## config.mk

```make
export PLATFORM = sky130hd
export DESIGN_NAME = prv_trap_ctrl_flat
export DESIGN_NICKNAME = d
export VERILOG_FILES = /design/src/rtl/prv_trap_ctrl_if.sv /design/src/rtl/prv_trap_ctrl.sv /design/src/flat_wrapper.sv
export SDC_FILE = /design/constraint.sdc
export NUM_CORES = 1
export LEC_CHECK = 0
export ABC_AREA = 1
export ABC_CLOCK_PERIOD_IN_PS = 2830
export BUFFER_PORTS_ARGS = -buffer_cell sky130_fd_sc_hd__clkbuf_2
export CAP_MARGIN = 20
export CORE_MARGIN = 3
export CORE_UTILIZATION = 45
export CTS_CLUSTER_DIAMETER = 120
export DETAILED_ROUTE_END_ITERATION = 10
export GPL_ROUTABILITY_DRIVEN = 0
export GPL_TIMING_DRIVEN = 1
export PLACE_DENSITY_LB_ADDON = 0.12
export SYNTH_ARGS = -nofsm -noshare
export SYNTH_HDL_FRONTEND = slang
export SYNTH_SLANG_ARGS = --single-unit
```

## constraint.sdc

```tcl
create_clock -name CLK -period 2.83 [get_ports CLK]
set_input_delay 0 -clock CLK [delete_from_list [all_inputs] [get_ports CLK]]
set_output_delay 0 -clock CLK [all_outputs]
set_load 0.05 [all_outputs]
```

## src/rtl/prv_trap_ctrl_if.sv

```systemverilog
// -----------------------------------------------------------------------------
// prv_trap_ctrl_if
// Privilege/pipeline trap interface between the hazard unit, the trap
// controller and the machine-mode CSR file.
//
// Signals driven toward the trap controller (master -> slave):
//   exc_vec[11:0]    exception flags of the retiring instruction
//   mret, wfi        mret / wfi retiring
//   pipe_clear       pipeline drained
//   epc, badaddr     faulting pc and faulting address
//   curr_priv[1:0]   current privilege level (U=0, S=1, M=3)
//   timer_int, soft_int, ext_int   raw interrupt lines
//   mstatus_mie      global interrupt enable
//   mie_bits[2:0]    {MEIE, MTIE, MSIE}
//   mtvec            trap vector, [1:0] 0=direct 1=vectored
//   mepc_r           current mepc, the mret target
// Signals driven by the trap controller (slave -> master):
//   insert_pc, priv_pc        redirect strobe and target
//   intr                      trap in progress is an interrupt
//   trap_commit, mret_commit  one-cycle CSR file strobes
//   mepc_o, mcause_o, mtval_o trap CSR values
//   wfi_sleep                 core halted in WFI
//
// Handshake: there is no valid/ready pair. The hazard unit keeps exc_vec,
// mret, wfi, epc and badaddr stable while a trap is draining; insert_pc is a
// single-cycle strobe that the pipeline must act on in the cycle it is seen.
// -----------------------------------------------------------------------------
interface prv_trap_ctrl_if #(
   parameter int XLEN = 32
);
   logic [11:0]     exc_vec;
   logic            mret;
   logic            wfi;
   logic            pipe_clear;
   logic [XLEN-1:0] epc;
   logic [XLEN-1:0] badaddr;
   logic [1:0]      curr_priv;
   logic            timer_int;
   logic            soft_int;
   logic            ext_int;
   logic            mstatus_mie;
   logic [2:0]      mie_bits;
   logic [XLEN-1:0] mtvec;
   logic [XLEN-1:0] mepc_r;

   logic            insert_pc;
   logic [XLEN-1:0] priv_pc;
   logic            intr;
   logic            trap_commit;
   logic            mret_commit;
   logic [XLEN-1:0] mepc_o;
   logic [XLEN-1:0] mcause_o;
   logic [XLEN-1:0] mtval_o;
   logic            wfi_sleep;

   modport master (
      output exc_vec, mret, wfi, pipe_clear, epc, badaddr, curr_priv,
             timer_int, soft_int, ext_int, mstatus_mie, mie_bits, mtvec, mepc_r,
      input  insert_pc, priv_pc, intr, trap_commit, mret_commit,
             mepc_o, mcause_o, mtval_o, wfi_sleep
   );

   modport slave (
      input  exc_vec, mret, wfi, pipe_clear, epc, badaddr, curr_priv,
             timer_int, soft_int, ext_int, mstatus_mie, mie_bits, mtvec, mepc_r,
      output insert_pc, priv_pc, intr, trap_commit, mret_commit,
             mepc_o, mcause_o, mtval_o, wfi_sleep
   );
endinterface

```

## src/rtl/prv_trap_ctrl.sv

```systemverilog
// -----------------------------------------------------------------------------
// prv_trap_ctrl
// Machine-mode trap controller. Prioritises exceptions, interrupts and mret,
// latches mcause/mtval/mepc, waits for the pipeline to drain and then
// redirects it through insert_pc/priv_pc, emitting one-cycle commit strobes
// to the CSR file. Also parks the core in WFI until an enabled interrupt
// line goes pending.
//
// Ports:
//   CLK          clock
//   RST          asynchronous active-high reset
//   trap_bus     prv_trap_ctrl_if.slave (see interface header)
//   dbg_state_o  current FSM state (0 IDLE, 1 DRAIN, 2 INSERT, 3 SLEEP)
// -----------------------------------------------------------------------------
module prv_trap_ctrl #(
   parameter int              XLEN      = 32,
   parameter logic [XLEN-1:0] RESET_VEC = 'h0000_0200
) (
   input  logic              CLK,
   input  logic              RST,
   prv_trap_ctrl_if.slave    trap_bus,
   output logic [1:0]        dbg_state_o
);

   typedef enum logic [1:0] {
      S_IDLE   = 2'd0,
      S_DRAIN  = 2'd1,
      S_INSERT = 2'd2,
      S_SLEEP  = 2'd3
   } state_t;

   state_t          state_q;
   logic [XLEN-1:0] cause_q, tval_q, mepc_q;
   logic [3:0]      int_code_q;
   logic            intr_q, is_mret_q;
   logic            insert_pc_q, trap_commit_q, mret_commit_q, wfi_sleep_q;

   logic [2:0]      pend;
   logic            take_int, exc_any;
   logic [3:0]      int_code_d;
   logic [XLEN-1:0] cause_d, tval_d, mepc_d;
   logic [XLEN-1:0] base;
   logic [XLEN-1:0] priv_pc_d;

   // mie_bits is {MEIE, MTIE, MSIE}; pend is ordered {ext, soft, timer}.
   assign pend     = {trap_bus.ext_int   & trap_bus.mie_bits[2],
                      trap_bus.soft_int  & trap_bus.mie_bits[0],
                      trap_bus.timer_int & trap_bus.mie_bits[1]};
   assign take_int = trap_bus.mstatus_mie & (|pend);
   assign exc_any  = |trap_bus.exc_vec;
   assign mepc_d   = {trap_bus.epc[XLEN-1:2], 2'b00};

   always_comb begin
      int_code_d = 4'd7;
      if (pend[2])      int_code_d = 4'd11;
      else if (pend[1]) int_code_d = 4'd3;
   end

   // Cause/tval selection; exceptions first in fixed priority, then interrupt.
   always_comb begin
      cause_d = '0;
      tval_d  = '0;
      if (trap_bus.exc_vec[3]) begin
         cause_d = XLEN'(3);
         tval_d  = trap_bus.epc;
      end else if (trap_bus.exc_vec[9]) begin
         cause_d = XLEN'(12);
         tval_d  = trap_bus.badaddr;
      end else if (trap_bus.exc_vec[0]) begin
         cause_d = XLEN'(1);
         tval_d  = trap_bus.badaddr;
      end else if (trap_bus.exc_vec[2]) begin
         cause_d = XLEN'(2);
      end else if (trap_bus.exc_vec[1]) begin
         cause_d = XLEN'(0);
         tval_d  = trap_bus.badaddr;
      end else if (trap_bus.exc_vec[4]) begin
         // 8 + curr_priv, curr_priv never exceeds 3
         cause_d = {{(XLEN-4){1'b0}}, 2'b10, trap_bus.curr_priv};
      end else if (trap_bus.exc_vec[8]) begin
         cause_d = XLEN'(6);
         tval_d  = trap_bus.badaddr;
      end else if (trap_bus.exc_vec[6]) begin
         cause_d = XLEN'(4);
         tval_d  = trap_bus.badaddr;
      end else if (trap_bus.exc_vec[11]) begin
         cause_d = XLEN'(15);
         tval_d  = trap_bus.badaddr;
      end else if (trap_bus.exc_vec[10]) begin
         cause_d = XLEN'(13);
         tval_d  = trap_bus.badaddr;
      end else if (trap_bus.exc_vec[7]) begin
         cause_d = XLEN'(7);
         tval_d  = trap_bus.badaddr;
      end else if (trap_bus.exc_vec[5]) begin
         cause_d = XLEN'(5);
         tval_d  = trap_bus.badaddr;
      end else begin
         cause_d = {1'b1, {(XLEN-5){1'b0}}, int_code_d};
      end
   end

   // Redirect target; only meaningful while INSERT, RESET_VEC otherwise.
   assign base = {trap_bus.mtvec[XLEN-1:2], 2'b00};

   always_comb begin
      priv_pc_d = RESET_VEC;
      if (state_q == S_INSERT) begin
         if (is_mret_q)
            priv_pc_d = trap_bus.mepc_r;
         else if (intr_q && (trap_bus.mtvec[1:0] == 2'b01))
            priv_pc_d = base + {{(XLEN-6){1'b0}}, int_code_q, 2'b00};
         else
            priv_pc_d = base;
      end
   end

   always_ff @(posedge CLK or posedge RST) begin
      if (RST) begin
         state_q       <= S_IDLE;
         cause_q       <= '0;
         tval_q        <= '0;
         mepc_q        <= '0;
         int_code_q    <= '0;
         intr_q        <= 1'b0;
         is_mret_q     <= 1'b0;
         insert_pc_q   <= 1'b0;
         trap_commit_q <= 1'b0;
         mret_commit_q <= 1'b0;
         wfi_sleep_q   <= 1'b0;
      end else begin
         insert_pc_q   <= 1'b0;
         trap_commit_q <= 1'b0;
         mret_commit_q <= 1'b0;
         case (state_q)
            S_IDLE: begin
               if (exc_any || take_int) begin
                  cause_q    <= cause_d;
                  tval_q     <= tval_d;
                  mepc_q     <= mepc_d;
                  int_code_q <= int_code_d;
                  intr_q     <= ~exc_any;
                  is_mret_q  <= 1'b0;
                  state_q    <= S_DRAIN;
               end else if (trap_bus.mret) begin
                  is_mret_q  <= 1'b1;
                  intr_q     <= 1'b0;
                  state_q    <= S_DRAIN;
               end else if (trap_bus.wfi && (pend == 3'b000)) begin
                  wfi_sleep_q <= 1'b1;
                  state_q     <= S_SLEEP;
               end
            end
            S_DRAIN: begin
               if (trap_bus.pipe_clear) begin
                  insert_pc_q   <= 1'b1;
                  trap_commit_q <= ~is_mret_q;
                  mret_commit_q <= is_mret_q;
                  state_q       <= S_INSERT;
               end
            end
            S_INSERT: begin
               intr_q  <= 1'b0;
               state_q <= S_IDLE;
            end
            S_SLEEP: begin
               // Wake on any enabled line regardless of mstatus_mie.
               if (|pend) begin
                  wfi_sleep_q <= 1'b0;
                  state_q     <= S_IDLE;
               end
            end
            default: state_q <= S_IDLE;
         endcase
      end
   end

   assign trap_bus.insert_pc   = insert_pc_q;
   assign trap_bus.priv_pc     = priv_pc_d;
   assign trap_bus.intr        = intr_q;
   assign trap_bus.trap_commit = trap_commit_q;
   assign trap_bus.mret_commit = mret_commit_q;
   assign trap_bus.mepc_o      = mepc_q;
   assign trap_bus.mcause_o    = cause_q;
   assign trap_bus.mtval_o     = tval_q;
   assign trap_bus.wfi_sleep   = wfi_sleep_q;
   assign dbg_state_o          = state_q;

endmodule

```

## src/flat_wrapper.sv

```systemverilog
// flat-port wrapper written by rule: the top's interface ports become plain ports
module prv_trap_ctrl_flat 
#(
   parameter int              XLEN      = 32,
   parameter logic [XLEN-1:0] RESET_VEC = 'h0000_0200
)
  (CLK, RST, dbg_state_o, trap_bus_exc_vec, trap_bus_mret, trap_bus_wfi, trap_bus_pipe_clear, trap_bus_epc, trap_bus_badaddr, trap_bus_curr_priv, trap_bus_timer_int, trap_bus_soft_int, trap_bus_ext_int, trap_bus_mstatus_mie, trap_bus_mie_bits, trap_bus_mtvec, trap_bus_mepc_r, trap_bus_insert_pc, trap_bus_priv_pc, trap_bus_intr, trap_bus_trap_commit, trap_bus_mret_commit, trap_bus_mepc_o, trap_bus_mcause_o, trap_bus_mtval_o, trap_bus_wfi_sleep);
  prv_trap_ctrl_if #(.XLEN(XLEN)) trap_bus_i ();
  input  logic CLK;
  input  logic RST;
  output logic [1:0] dbg_state_o;
  input wire logic [$bits(trap_bus_i.exc_vec)-1:0] trap_bus_exc_vec;
  input wire logic [$bits(trap_bus_i.mret)-1:0] trap_bus_mret;
  input wire logic [$bits(trap_bus_i.wfi)-1:0] trap_bus_wfi;
  input wire logic [$bits(trap_bus_i.pipe_clear)-1:0] trap_bus_pipe_clear;
  input wire logic [$bits(trap_bus_i.epc)-1:0] trap_bus_epc;
  input wire logic [$bits(trap_bus_i.badaddr)-1:0] trap_bus_badaddr;
  input wire logic [$bits(trap_bus_i.curr_priv)-1:0] trap_bus_curr_priv;
  input wire logic [$bits(trap_bus_i.timer_int)-1:0] trap_bus_timer_int;
  input wire logic [$bits(trap_bus_i.soft_int)-1:0] trap_bus_soft_int;
  input wire logic [$bits(trap_bus_i.ext_int)-1:0] trap_bus_ext_int;
  input wire logic [$bits(trap_bus_i.mstatus_mie)-1:0] trap_bus_mstatus_mie;
  input wire logic [$bits(trap_bus_i.mie_bits)-1:0] trap_bus_mie_bits;
  input wire logic [$bits(trap_bus_i.mtvec)-1:0] trap_bus_mtvec;
  input wire logic [$bits(trap_bus_i.mepc_r)-1:0] trap_bus_mepc_r;
  output wire logic [$bits(trap_bus_i.insert_pc)-1:0] trap_bus_insert_pc;
  output wire logic [$bits(trap_bus_i.priv_pc)-1:0] trap_bus_priv_pc;
  output wire logic [$bits(trap_bus_i.intr)-1:0] trap_bus_intr;
  output wire logic [$bits(trap_bus_i.trap_commit)-1:0] trap_bus_trap_commit;
  output wire logic [$bits(trap_bus_i.mret_commit)-1:0] trap_bus_mret_commit;
  output wire logic [$bits(trap_bus_i.mepc_o)-1:0] trap_bus_mepc_o;
  output wire logic [$bits(trap_bus_i.mcause_o)-1:0] trap_bus_mcause_o;
  output wire logic [$bits(trap_bus_i.mtval_o)-1:0] trap_bus_mtval_o;
  output wire logic [$bits(trap_bus_i.wfi_sleep)-1:0] trap_bus_wfi_sleep;
  assign trap_bus_i.exc_vec = trap_bus_exc_vec;
  assign trap_bus_i.mret = trap_bus_mret;
  assign trap_bus_i.wfi = trap_bus_wfi;
  assign trap_bus_i.pipe_clear = trap_bus_pipe_clear;
  assign trap_bus_i.epc = trap_bus_epc;
  assign trap_bus_i.badaddr = trap_bus_badaddr;
  assign trap_bus_i.curr_priv = trap_bus_curr_priv;
  assign trap_bus_i.timer_int = trap_bus_timer_int;
  assign trap_bus_i.soft_int = trap_bus_soft_int;
  assign trap_bus_i.ext_int = trap_bus_ext_int;
  assign trap_bus_i.mstatus_mie = trap_bus_mstatus_mie;
  assign trap_bus_i.mie_bits = trap_bus_mie_bits;
  assign trap_bus_i.mtvec = trap_bus_mtvec;
  assign trap_bus_i.mepc_r = trap_bus_mepc_r;
  assign trap_bus_insert_pc = trap_bus_i.insert_pc;
  assign trap_bus_priv_pc = trap_bus_i.priv_pc;
  assign trap_bus_intr = trap_bus_i.intr;
  assign trap_bus_trap_commit = trap_bus_i.trap_commit;
  assign trap_bus_mret_commit = trap_bus_i.mret_commit;
  assign trap_bus_mepc_o = trap_bus_i.mepc_o;
  assign trap_bus_mcause_o = trap_bus_i.mcause_o;
  assign trap_bus_mtval_o = trap_bus_i.mtval_o;
  assign trap_bus_wfi_sleep = trap_bus_i.wfi_sleep;
  prv_trap_ctrl #(.XLEN(XLEN), .RESET_VEC(RESET_VEC)) u_core (.CLK(CLK), .RST(RST), .trap_bus(trap_bus_i), .dbg_state_o(dbg_state_o));
endmodule
```

Word level (Yosys, flattened, before mapping)
Cells that the tools add are included.
{"block": "classes", "n_addsub": 1, "mul": 0, "div_mod_pow": 0, "n_lt_le_gt_ge": 0, "n_eq_ne": 11, "shift": 0, "mux": 51, "n_bitwise": 6, "reduce_logical": 15}
{"cell": "2-to-1 mux 32 bit", "count": 27}
{"cell": "adder 32 x 6 -> 32 bit", "count": 1}
{"cell": "2-to-1 mux 1 bit", "count": 14}
{"cell": "OR reduction 12 bit", "count": 1}
{"cell": "2-to-1 mux 2 bit", "count": 5}
{"cell": "case mux 2 bit (4 select lines)", "count": 1}
{"cell": "!= test 2 bit, second input constant", "count": 3}
{"cell": "AND reduction 2 bit", "count": 3}
{"cell": "nonzero test 2 bit", "count": 3}
{"cell": "AND reduction 5 bit", "count": 1}
{"cell": "bitwise AND 1 bit", "count": 4}
{"cell": "== test 2 x 1 -> 1 bit, second input constant", "count": 2}
{"cell": "== test 2 bit, second input constant", "count": 2}
{"cell": "2-to-1 mux 4 bit", "count": 1}
{"cell": "!= test 2 x 1 -> 1 bit, second input constant", "count": 2}
{"cell": "!= test 4 x 2 -> 1 bit, second input constant", "count": 1}
{"cell": "case mux 1 bit (2 select lines)", "count": 2}
{"cell": "zero test 3 bit", "count": 1}
{"cell": "2-to-1 mux 3 bit", "count": 1}
{"cell": "!= test 3 x 2 -> 1 bit, second input constant", "count": 1}
{"cell": "AND reduction 3 bit", "count": 1}
{"cell": "OR reduction 3 bit", "count": 1}
{"cell": "logical AND 1 bit", "count": 2}
{"cell": "zero test 2 bit", "count": 1}
{"cell": "other kinds (2)", "count": 3}
{"block": "totals", "register_bits": 106, "latch_bits": 0, "ramBits": 0, "mem_bits_ro": 0, "inputBits": 154, "output_inout_bits": 135, "mem_count": 0}

Depth between registers and ports, before layout
Gate-level depths: netlist of the first run.
{"block": "depth", "depth_word": 15, "mapped_depth": 13, "depth_no_buf": 13}

Worst setup path after synthesis of the first run
No wires, ideal clock.
{"block": "synth_timing", "path_type": "register -> output", "from": "register u_core.int_code_q[1]", "to": "output trap_bus_priv_pc[26]", "arrival_time_ns": 2.371, "required_time_ns": 2.830, "slack_ns": 0.459, "stages_incl_launch_ff": 13, "path_cell_list": "dfrtp_1 > ha_1 > inv_1 > fa_1 > nor2_1 > nor2_1 > nor2_1 > nand2_1 > nor2_1 > nand2_1 > nor2_1 > nor2_1 > nor2_1"}
{"block": "synth_between", "elab_chain_len": 4}
{"element": "from (decl)", "line_no": "prv_trap_ctrl.sv:34", "rtl": "logic [3:0] int_code_q;"}
{"element": "from (signal assigned)", "line_no": "prv_trap_ctrl.sv:141", "rtl": "int_code_q <= int_code_d;"}
{"element": "adder 32 x 6 -> 32 bit", "line_no": "prv_trap_ctrl.sv:112", "rtl": "priv_pc_d = base + {{(XLEN-6){1'b0}}, int_code_q, 2'b00};"}
{"element": "2-to-1 mux 32 bit", "line_no": "prv_trap_ctrl.sv:111", "rtl": "else if (intr_q && (trap_bus.mtvec[1:0] == 2'b01))"}
{"element": "2-to-1 mux 32 bit", "line_no": "prv_trap_ctrl.sv:109", "rtl": "if (is_mret_q)"}
{"element": "2-to-1 mux 32 bit", "line_no": "prv_trap_ctrl.sv:108", "rtl": "if (state_q == S_INSERT) begin"}
{"element": "to (decl)", "line_no": "flat_wrapper.sv:27", "rtl": "output wire logic [$bits(trap_bus_i.priv_pc)-1:0] trap_bus_priv_pc;"}
Every way passes these cells.

Worst setup path in the final report of the first run
Ends and elaborated chain as after synthesis.

==> run_results.csv, run 1 <==
group,metric,value,unit
outcome,status,"finished clean",
sta,hold_viol,0,
worst_setup_path,required,2.83,ns
worst_setup_path,worstSetupStartpointType,"register",
clock_network,cts_buffer_depth,2,
cells_and_area,mostFrequentLayoutCells,"clkbuf_2, nand2_1, nand3_1",
synthesis,syn_area_per_cell,6.60,sq um
synthesis,yosysSeqAreaShare,37.4,%
clock_network,htree_num_levels,3,
pwr,combPwrFrac,62.1,%
grt,grt_pass1_vias,6005,
pwr,intPower,3.58,mW
sta,max_freq,0.383,GHz
grt,grt_max_degree,62,
sta,fin_crit_sh,92.2,%
worst_setup_path,worstPathArrival,2.61,ns
pwr,p_switching,4.67,mW
placed_design,hpwl,13000,microns
pwr,seqPwrFrac,23.7,%
worst_setup_path,critPathKind,"reg2out",
floorplan,io-pin-count,289,
synthesis,ys_ff_latch,78,
hold_path,hold_path_class,"in2reg",
clock_network,cts_tree,"built",
clock_network,clk_pin_slew,0.06,ns
pwr,clockPowerShare,14.2,%
pwr,irDropWorstVdd,0.803,mV
sta,layout_min_cycle_time,2.61,ns
floorplan,fp.dieArea,12900,sq um
clock_network,cts-root-buf,"clkbuf_16",
cells_and_area,finalInstanceArea,7590,sq um
cells_and_area,syn2layout_area_growth,45.2,%
sta,worst_pin_slew,0.873,ns
clock_network,cts-buffers-inserted,9,
routing,viasPerCell,4.97,
routing,wl_per_cell,14.7,microns
floorplan,die_h,114,microns
routing,via_count,6253,
grt,grt_pass1_wl,29300,microns
clock_network,cts_setup_buffers,0,
routing,drt_wl_total,18500,microns
run,max_cap_violations,0,
worst_setup_path,path_max_fanout,5,
synthesis,ys_warn_count,0,
sta,clock_skew,0.00446,ns
routing,final_antenna_net_count,0,
cells_and_area,nFillCells,980,
sta,rsz0062_at_grt,"yes",
sta,holdWs,0.00812,ns
floorplan,initial_core_util,47.2,%
placed_design,io_buffers,259,
sta,drv_slew,0,
cells_and_area,final_common_cell,"clkbuf_2",
floorplan,placementRows,38,
clock_network,clk_latency,0.34,ns
floorplan,design.core.area,11100,sq um
sta,setup_viol,0,
synthesis,synthTopCellsByArea,"dfrtp_1, nand2_1, nand3_1",
grt,grt-ovfl-total,0,
synthesis,synth_cells,792,
placed_design,placed_area,6520,sq um
cells_and_area,antenna_cells,0,
routing,drt-initial-drc-count,444,
routing,drc,0,
clock_network,clock-sinks,78,
pwr,power.share.switching,56.6,%
synthesis,ys_types,37,
sta,fin_setup_tns,0,ns
cells_and_area,drive_above_1_share,27.4,%
grt,grt_use_total,28.4,%
pwr,powerDensity,1090,nW/um^2
floorplan,die_w,114,microns
routing,first_pass_iters,7,
worst_setup_path,end_kind,"output port",
synthesis,synth_top_area_share,37.4,%
pwr,leakagePower,4.30,nW
synthesis,syn-cell-area,5230,sq um
grt,antenna_found_initial,0,
cells_and_area,layout.nets,1272,
synthesis,yosysTopAreaCell,"dfrtp_1",
sta,max_slew_margin,41.7,%
metrics by stage:
stage,power [mW],utilization (%),instances,worst slack (ns)
floorplan,5.75,-,820,0.459
global placement,6.85,58.9,1168,0.549
detailed placement,6.88,58.9,1168,0.477
CTS,8.21,68.2,1257,0.111
global route,8.76,68.5,1258,-0.0438
finish,8.25,68.5,1258,0.221
cells in the mapped netlist, drive strengths merged:
cell type and n:
inv 81, nor4 2, fa 1, nand3 104, and2 1, o211ai 4
nand2 224, ha 4, conb 1, dfrtp 78, o311ai 1, xnor2 3
o21bai 1, a31oi 1, or2 7, nor2 106, clkinv 1, nand3b 2
clkbuf 18, o31ai 2, buf 45, a21oi 47, xor2 2, nand4 9
nor3 12, o21ai 35
sequential cells by signal, summed over array words and instances, names as in the netlist:
name and cells:
u_core.trap_bus.mtval_o 32, u_core.trap_bus.mepc_o 30, u_core.trap_bus.mcause_o 5, u_core.int_code_q 3, u_core.dbg_state_o 2, u_core.is_mret_q 1, u_core.trap_bus.insert_pc 1, u_core.trap_bus.intr 1
u_core.trap_bus.mret_commit 1, u_core.trap_bus.trap_commit 1, u_core.trap_bus.wfi_sleep 1
final timing paths:
path | startpoint | endpoint | slack (ns) | cells past startpoint
max | u_core.int_code_q[1] | trap_bus_priv_pc[26] | 0.22 | 14
min | trap_bus_mie_bits[2] | u_core.int_code_q[3] | 0.008 | 3
max reg2reg | u_core.dbg_state_o[0] | u_core.trap_bus.mtval_o[1] | 0.54 | 6
min reg2reg | u_core.trap_bus.mepc_o[13] | u_core.trap_bus.mepc_o[13] | 0.48 | 2
max in group asynchronous | RST | u_core.trap_bus.mtval_o[30] | 1.93 | 5
min in group asynchronous | RST | u_core.trap_bus.insert_pc | 0.20 | 3
per-layer routing:
layer	wire (microns)	track usage [%]
met1	6960	32.3
met2	9240	50.1
met3	1580	7.21
met4	719	12.5
met5	0	0
critical path, cell delays in order (launching register included):
cell and delay (ns):
dfrtp_1 0.37, ha_1 0.17, inv_1 0.06, fa_1 0.40
nor2_1 0.13, nor2_1 0.07, nor2_1 0.16, nand2_1 0.20
nor2_2 0.18, nand2_1 0.09, nand2_1 0.06, nand2_1 0.04
nor2_1 0.09, nor2_1 0.05, clkbuf_4 0.22
cell families (layout without fill, tap and decap cells):
family	after synthesis	in the layout	synth area share, %
xor gates and xnor gates	5	5	0.838
other	1	29	0.0718
and+or+nand+nor	467	467	37.8
AOI/OAI and AO/OA	91	91	9.24
DFF	78	78	37.4
buffers and inverters	145	443	13.4
adders and majority gates	5	5	1.34
layout make-up:
class	count	area (sq um)	share of cell area, %
Tap cell	140	175	2.31
Clock inverter	4	45.0	0.594
Inverter	82	309	4.07
Sequential cell	78	1950	25.7
Multi-Input combinational cell	597	2700	35.5
Clock buffer	12	256	3.38
Timing Repair Buffer	345	2150	28.4
power by group through the flow:
stage,sequential [mW],clock (mW),combinational (mW)
2_1_floorplan,3.62,0,2.12
3_3_place_gp,1.94,0,4.91
3_5_place_dp,1.93,0,4.95
4_1_cts,1.94,1.18,5.09
5_1_grt,2.02,1.25,5.49
6_report,1.95,1.17,5.13
timing repair:
item / in CTS / in global routing
setup endpoints to repair: 0 / 4
resized for setup: 0 / 8
hold buffers: 73 / 0
hold endpoints to repair: 130 / 0
No activity file was read; power rests on OpenSTA's default activity.
==> run 2: changes to the inputs <==
Settings changed: ABC_AREA 1 to unset, CORE_AREA set to 3 3 112 114, CORE_MARGIN 3 to unset, CORE_UTILIZATION 45 to unset, DIE_AREA set to 0 0 115 117.
==> run 2 against run 1 <==
  * Hold slack worse by 0.0026 ns
  * First-iteration DRC count down 16%
  * Global-route usage down 4.7 points
  * Sequential power about the same
  * Maximum frequency down 3.0%
  * Die area up 4.0%
  * Synthesized cell count down 25%
  * Critical endpoint is now trap_bus_priv_pc[10]
  * Largest power group unchanged
==> run_results.csv, run 2 <==
group,metric,value,unit
synthesis,synth_top_area_share,40.9,%
routing,drt_wl_total,17000,microns
synthesis,ys_types,47,
pwr,seqPwrFrac,25.3,%
cells_and_area,drive_above_1_share,32.3,%
pwr,intPower,3.43,mW
floorplan,io-pin-count,289,
placed_design,placed_area,6050,sq um
routing,final_antenna_net_count,0,
routing,wl_per_cell,16.1,microns
synthesis,synthTopCellsByArea,"dfrtp_1, nand2_1, nor2_1",
pwr,power.share.switching,56.2,%
sta,fin_crit_sh,95.1,%
floorplan,design.core.area,11500,sq um
routing,via_count,5565,
synthesis,async_flop_share,100,%
synthesis,synth_edf_count,0,
cells_and_area,syn2layout_area_growth,47.5,%
worst_setup_path,cp_slowest_cell,"or4_1",
synthesis,synth_most_common_cell,"nand2_1",
sta,max_slew_margin,53.3,%
clock_network,cts-buffers-inserted,9,
sta,max_freq,0.372,GHz
floorplan,initial_core_util,41.5,%
clock_network,clk_latency,0.33,ns
worst_setup_path,required,2.83,ns
synthesis,syn_area_per_cell,8.02,sq um
floorplan,die_w,115,microns
clock_network,cts_tree,"built",
clock_network,cts-root-buf,"clkbuf_16",
grt,grt_use_total,23.7,%
synthesis,yosysSeqAreaShare,40.9,%
synthesis,ys_warn_count,0,
worst_setup_path,r2r_start,"u_core.dbg_state_o[1]",
worst_setup_path,reg2reg_slack,0.41,ns
cells_and_area,largest_register_ffs,32,
clock_network,cts_buffer_depth,2,
cells_and_area,nFillCells,1025,
worst_setup_path,slowest_delay,0.51,ns
synthesis,ys_ff_latch,78,
placed_design,hpwl,12100,microns
routing,viasPerCell,5.28,
clock_network,clk_pin_slew,0.05,ns
grt,grt_max_degree,73,
routing,drc,0,
pwr,clockPowerShare,14.5,%
worst_setup_path,path_cells,"ha_1, inv_1, fa_1, nand2b_1, a21o_4, or4_1, a31oi_1, buf_4",
worst_setup_path,ff2ff_path_depth,6,
synthesis,yosysTopAreaCell,"dfrtp_1",
floorplan,placementRows,39,
worst_setup_path,worstSetupStartpointType,"register",
pwr,p_switching,4.40,mW
sta,fin_setup_tns,0,ns
pwr,powerDensity,1110,nW/um^2
sta,rsz0062_at_grt,"yes",
worst_setup_path,path_max_fanout,11,
sta,setup_viol,0,
synthesis,syn-cell-area,4780,sq um
worst_setup_path,end_kind,"output port",
synthesis,synth_ff_type,"dfrtp_1",
outcome,status,"finished clean",
sta,layout_min_cycle_time,2.69,ns
sta,hold_viol,0,
sta,holdWs,0.00550,ns
grt,grt_pass1_wl,25500,microns
grt,grt-ovfl-total,0,
hold_path,whs_path_depth,3,
hold_path,hold_path_class,"in2reg",
pwr,combPwrFrac,60.3,%
sta,drv_slew,0,
synthesis,synth_common_cells,"nand2_1, nor2_1, dfrtp_1, a21oi_1, a221oi_1",
cells_and_area,mostFrequentLayoutCells,"clkbuf_2, nand2_1, nor2_1",
pwr,irDropWorstVdd,0.704,mV
floorplan,fp.dieArea,13500,sq um
clock_network,htree_num_levels,3,
floorplan,die_h,117,microns
worst_setup_path,worstPathArrival,2.69,ns
clock_network,clock-sinks,78,
grt,antenna_found_initial,0,
pwr,leakagePower,3.53,nW
routing,drt-initial-drc-count,374,
worst_setup_path,reg2reg_to,"u_core.trap_bus.mtval_o[1]",
cells_and_area,layout.nets,1064,
sta,worst_pin_slew,0.701,ns
cells_and_area,final_common_cell,"clkbuf_2",
worst_setup_path,critPathKind,"reg2out",
run,max_cap_violations,0,
routing,first_pass_iters,5,
grt,grt_pass1_vias,5328,
hold_path,hold_end,"u_core.int_code_q[3]",
placed_design,io_buffers,259,
cells_and_area,finalInstanceArea,7050,sq um
sta,clock_skew,0.00510,ns
synthesis,synth_cells,596,
clock_network,cts_setup_buffers,0,
hold_path,hold_path_startpoint,"trap_bus_mie_bits[2]",
## run 2: power by group through the flow
stage	sequential (mW)	clock, mW	combinational [mW]
finish	1.98	1.13	4.73
global route	2.05	1.20	5.04
CTS	1.98	1.15	4.70
detailed placement	1.99	0	4.61
global placement	1.97	0	4.55
floorplan	3.64	0	1.86
## run 2: worst max-delay path, delay by kind of cell (launching register included)
kind / cells / cell delay (ns)
fa+ha+maj: 2 / 0.55
buf+inv: 2 / 0.28
flops: 1 / 0.36
compound gates: 2 / 0.45
simple gates: 2 / 0.72
## run 2: worst max path at each step
stage | from | to | slack, ns | depth (start not counted)
after CTS | u_core.int_code_q[1] | trap_bus_priv_pc[10] | 0.002 | 8
after detailed placement | u_core.int_code_q[1] | trap_bus_priv_pc[10] | 0.36 | 8
after global placement | u_core.int_code_q[1] | trap_bus_priv_pc[10] | 0.40 | 8
final | u_core.int_code_q[1] | trap_bus_priv_pc[10] | 0.14 | 8
after floorplan | u_core.trap_bus.intr | trap_bus_priv_pc[29] | 0.14 | 7
after global routing | u_core.int_code_q[1] | trap_bus_priv_pc[28] | -0.04 | 9
## run 2: routing by layer
layer | wire length, microns | GRT usage, %
met1 | 6460 | 26.6
met2 | 8640 | 42.3
met3 | 1430 | 6.63
met4 | 454 | 9.78
met5 | 0 | 0
## run 2: cell families after synthesis
kind of cell	Yosys count	synth area share, %
AOI/OAI and AO/OA	129	18.1
xor gates and xnor gates	23	4.22
adders and majority gates	5	1.47
buffers and inverters	82	9.90
DFF	78	40.9
other	1	0.0785
and+or+nand+nor	278	25.4
## run 2: repair_timing
action | CTS | global route
hold buffers | 68 | 0
endpoints found under the hold margin | 91 | 0
resized for setup | 0 | 13
setup endpoints to repair | 0 | 6
## run 2: layout make-up
cell class | instances | area, sq um | share of cell area [%]
sequential | 78 | 1950 | 27.7
tap | 143 | 179 | 2.54
multi-input combinational | 464 | 2490 | 35.4
inverter | 15 | 57.6 | 0.817
timing repair buffer | 337 | 2070 | 29.4
clock inverter | 4 | 47.5 | 0.675
antenna | 1 | 2.50 | 0.0355
clock buffer | 11 | 243 | 3.44
## run 2: per-stage QoR
step / setup slack (ns) / std cells / utilization, % / total power, mW
2_1_floorplan: 0.138 / 624 / - / 5.50
3_3_place_gp: 0.400 / 969 / 52.5 / 6.52
3_5_place_dp: 0.362 / 969 / 52.5 / 6.60
6_report: 0.139 / 1053 / 61.2 / 7.84
5_1_grt: -0.0394 / 1052 / 61.2 / 8.29
4_1_cts: 0.00154 / 1052 / 60.9 / 7.82
==> run 3: changes to the inputs <==
Settings changed: CORE_AREA 3 3 112 114 to 3 3 111 113, CTS_BUF_LIST set to sky130_fd_sc_hd__clkbuf_2, DIE_AREA 0 0 115 117 to 0 0 114 116.
==> run 3 against run 2 <==
  * The flow now finishes with violations (setup timing)
  * Setup slack lost 0.17 ns
  * Count of clock-buffer cells in the layout shrank 1
  * Routed wire length grew 4.1%
  * Maximum frequency shrank 6.1%
  * Global-route usage grew 2.1 points
  * Clock power shrank 55%
  * Hold slack gained 0.065 ns
  * Non-clock buffer count grew 28
  * Sequential share of layout area shrank 1.0 points
  * Clock skew grew 0.028 ns
==> run_results.csv, run 3 (synthesis gave the netlist of run 2 again) <==
group,metric,value,unit
floorplan,die_w,114,microns
grt,grt_max_degree,69,
sta,max_slew_margin,43.5,%
clock_network,clk_latency,0.54,ns
routing,final_antenna_net_count,0,
placed_design,io_buffers,259,
worst_setup_path,cp-startpoint,"u_core.int_code_q[1]",
floorplan,placementRows,39,
grt,grt_pass1_vias,5750,
worst_setup_path,required,2.83,ns
worst_setup_path,end_kind,"output port",
sta,fin_crit_sh,101,%
cells_and_area,drive_above_1_share,34.5,%
cells_and_area,layout.nets,1093,
grt,grt_pass1_wl,27300,microns
floorplan,initial_core_util,41.8,%
floorplan,io-pin-count,289,
sta,layout_min_cycle_time,2.86,ns
sta,max_freq,0.349,GHz
clock_network,clock-sinks,78,
run,max_cap_violations,0,
cells_and_area,largest_register_ffs,32,
sta,clock_skew,0.0332,ns
cells_and_area,fin_util,64.1,%
clock_network,cts-buffers-inserted,9,
worst_setup_path,cpLargestDelayFamily,"simple AND/OR/NAND/NOR gates",
worst_setup_path,r2r_start,"u_core.dbg_state_o[1]",
cells_and_area,final_common_cell,"clkbuf_2",
worst_setup_path,path_cells,"ha_2, inv_2, fa_2, nand2b_4, a21o_4, or4_1, a31oi_1, clkbuf_8",
worst_setup_path,worstSetupStartpointType,"register",
outcome,violations,"setup timing",
clock_network,cts-root-buf,"clkbuf_2",
worst_setup_path,cp_slowest_cell,"or4_1",
routing,drc,0,
floorplan,fp.dieArea,13200,sq um
clock_network,clk_pin_slew,0.20,ns
routing,via_count,5651,
worst_setup_path,worstPathArrival,2.86,ns
hold_path,hold_path_class,"in2reg",
routing,drt-initial-drc-count,439,
clock_network,cts_tree,"built",
cells_and_area,syn2layout_area_growth,53.3,%
cells_and_area,finalInstanceArea,7320,sq um
sta,setup_slack,-0.0347,ns
placed_design,placed_area,6070,sq um
cells_and_area,antenna_cells,0,
placed_design,hpwl,12300,microns
worst_setup_path,critPathKind,"reg2out",
worst_setup_path,path_max_fanout,6,
outcome,status,"finished with violations",
grt,grt-ovfl-total,0,
cells_and_area,mostFrequentLayoutCells,"clkbuf_2, nand2_1, dlygate4sd3_1",
routing,viasPerCell,5.22,
pwr,leakagePower,3.63,nW
worst_setup_path,path_buf_inv,2,
routing,first_pass_iters,6,
clock_network,cts_buffer_depth,2,
floorplan,die_h,116,microns
grt,grt_use_total,25.8,%
hold_path,hold_path_startpoint,"trap_bus_mie_bits[1]",
worst_setup_path,slowest_delay,0.50,ns
sta,setup_viol,2,
pwr,irDropWorstVdd,0.717,mV
routing,drt_wl_total,17700,microns
clock_network,htree_num_levels,3,
sta,rsz0062_at_grt,"yes",
grt,antenna_found_initial,0,
routing,wl_per_cell,16.3,microns
sta,hold_viol,0,
sta,drv_slew,0,
sta,worst_pin_slew,0.848,ns
pwr,powerDensity,1010,nW/um^2
floorplan,design.core.area,11400,sq um
==> run 3: metal layers <==
layer,global-route usage (%),share of wire [%]
met5,0,0
met4,14.0,3.5
met3,5.07,7.8
met2,45.7,52
met1,29.1,37
==> run 3: worst paths after layout <==
check                                              end  slack (ns)  cells past startpoint
max                               trap_bus_priv_pc[10]       -0.03                      8
min                          u_core.trap_bus.wfi_sleep        0.07                      5
max reg2reg                u_core.trap_bus.mcause_o[1]        0.42                      5
min reg2reg                 u_core.trap_bus.mepc_o[28]        0.50                      2
max in group asynchronous         u_core.trap_bus.intr        1.46                      5
min in group asynchronous  u_core.trap_bus.mtval_o[10]        0.57                      4
==> run 3: area by class of cell <==
type                            instances  area (sq um)
Fill cell                             975          4100
Multi-Input combinational cell        465          2650
Timing Repair Buffer                  365          2390
Sequential cell                        78          1950
Tap cell                              143           179
Inverter                               15          57.6
Clock buffer                           10          50.0
Clock inverter                          6          38.8
==> run 3: metrics by stage <==
stage,total power [mW],TNS [ns],hold slack (ns),instances,setup WS (ns)
detailed placement,6.62,0,0.0684,970,0.352
floorplan,5.50,0,0.105,624,0.138
finish,7.42,-0.0359,0.0702,1082,-0.0347
CTS,7.33,-0.121,0.00517,1077,-0.0626
global placement,6.54,0,0.0554,970,0.409
global route,7.90,-0.844,0.0655,1082,-0.209
==> run 3: worst reg2reg max path, cell delays in order (launching register included) <==
cell and delay [ns]:
dfrtp_1 0.52, nor2_1 0.42, o31a_2 0.62, nor2_1 0.10
a31oi_1 0.15, dlygate4sd3_1 0.57
==> run 3: power breakdown <==
group | switching [mW] | total [mW] | leakage [nW] | internal (mW)
clock | 0.396 | 0.511 | 0.0577 | 0.115
combinational | 3.69 | 4.94 | 2.64 | 1.25
sequential | 0.343 | 1.97 | 0.927 | 1.63
==> run 3: timing repair <==
| item | 4_1_cts | 5_1_grt |
|---|---|---|
| pin swaps | 2 | 11 |
| endpoints found under the setup margin | 16 | 25 |
| hold buffers | 90 | 0 |
| setup buffers | 0 | 4 |
| gates resized for setup | 13 | 63 |
| cloned | 1 | 1 |
| endpoints found under the hold margin | 148 | 0 |
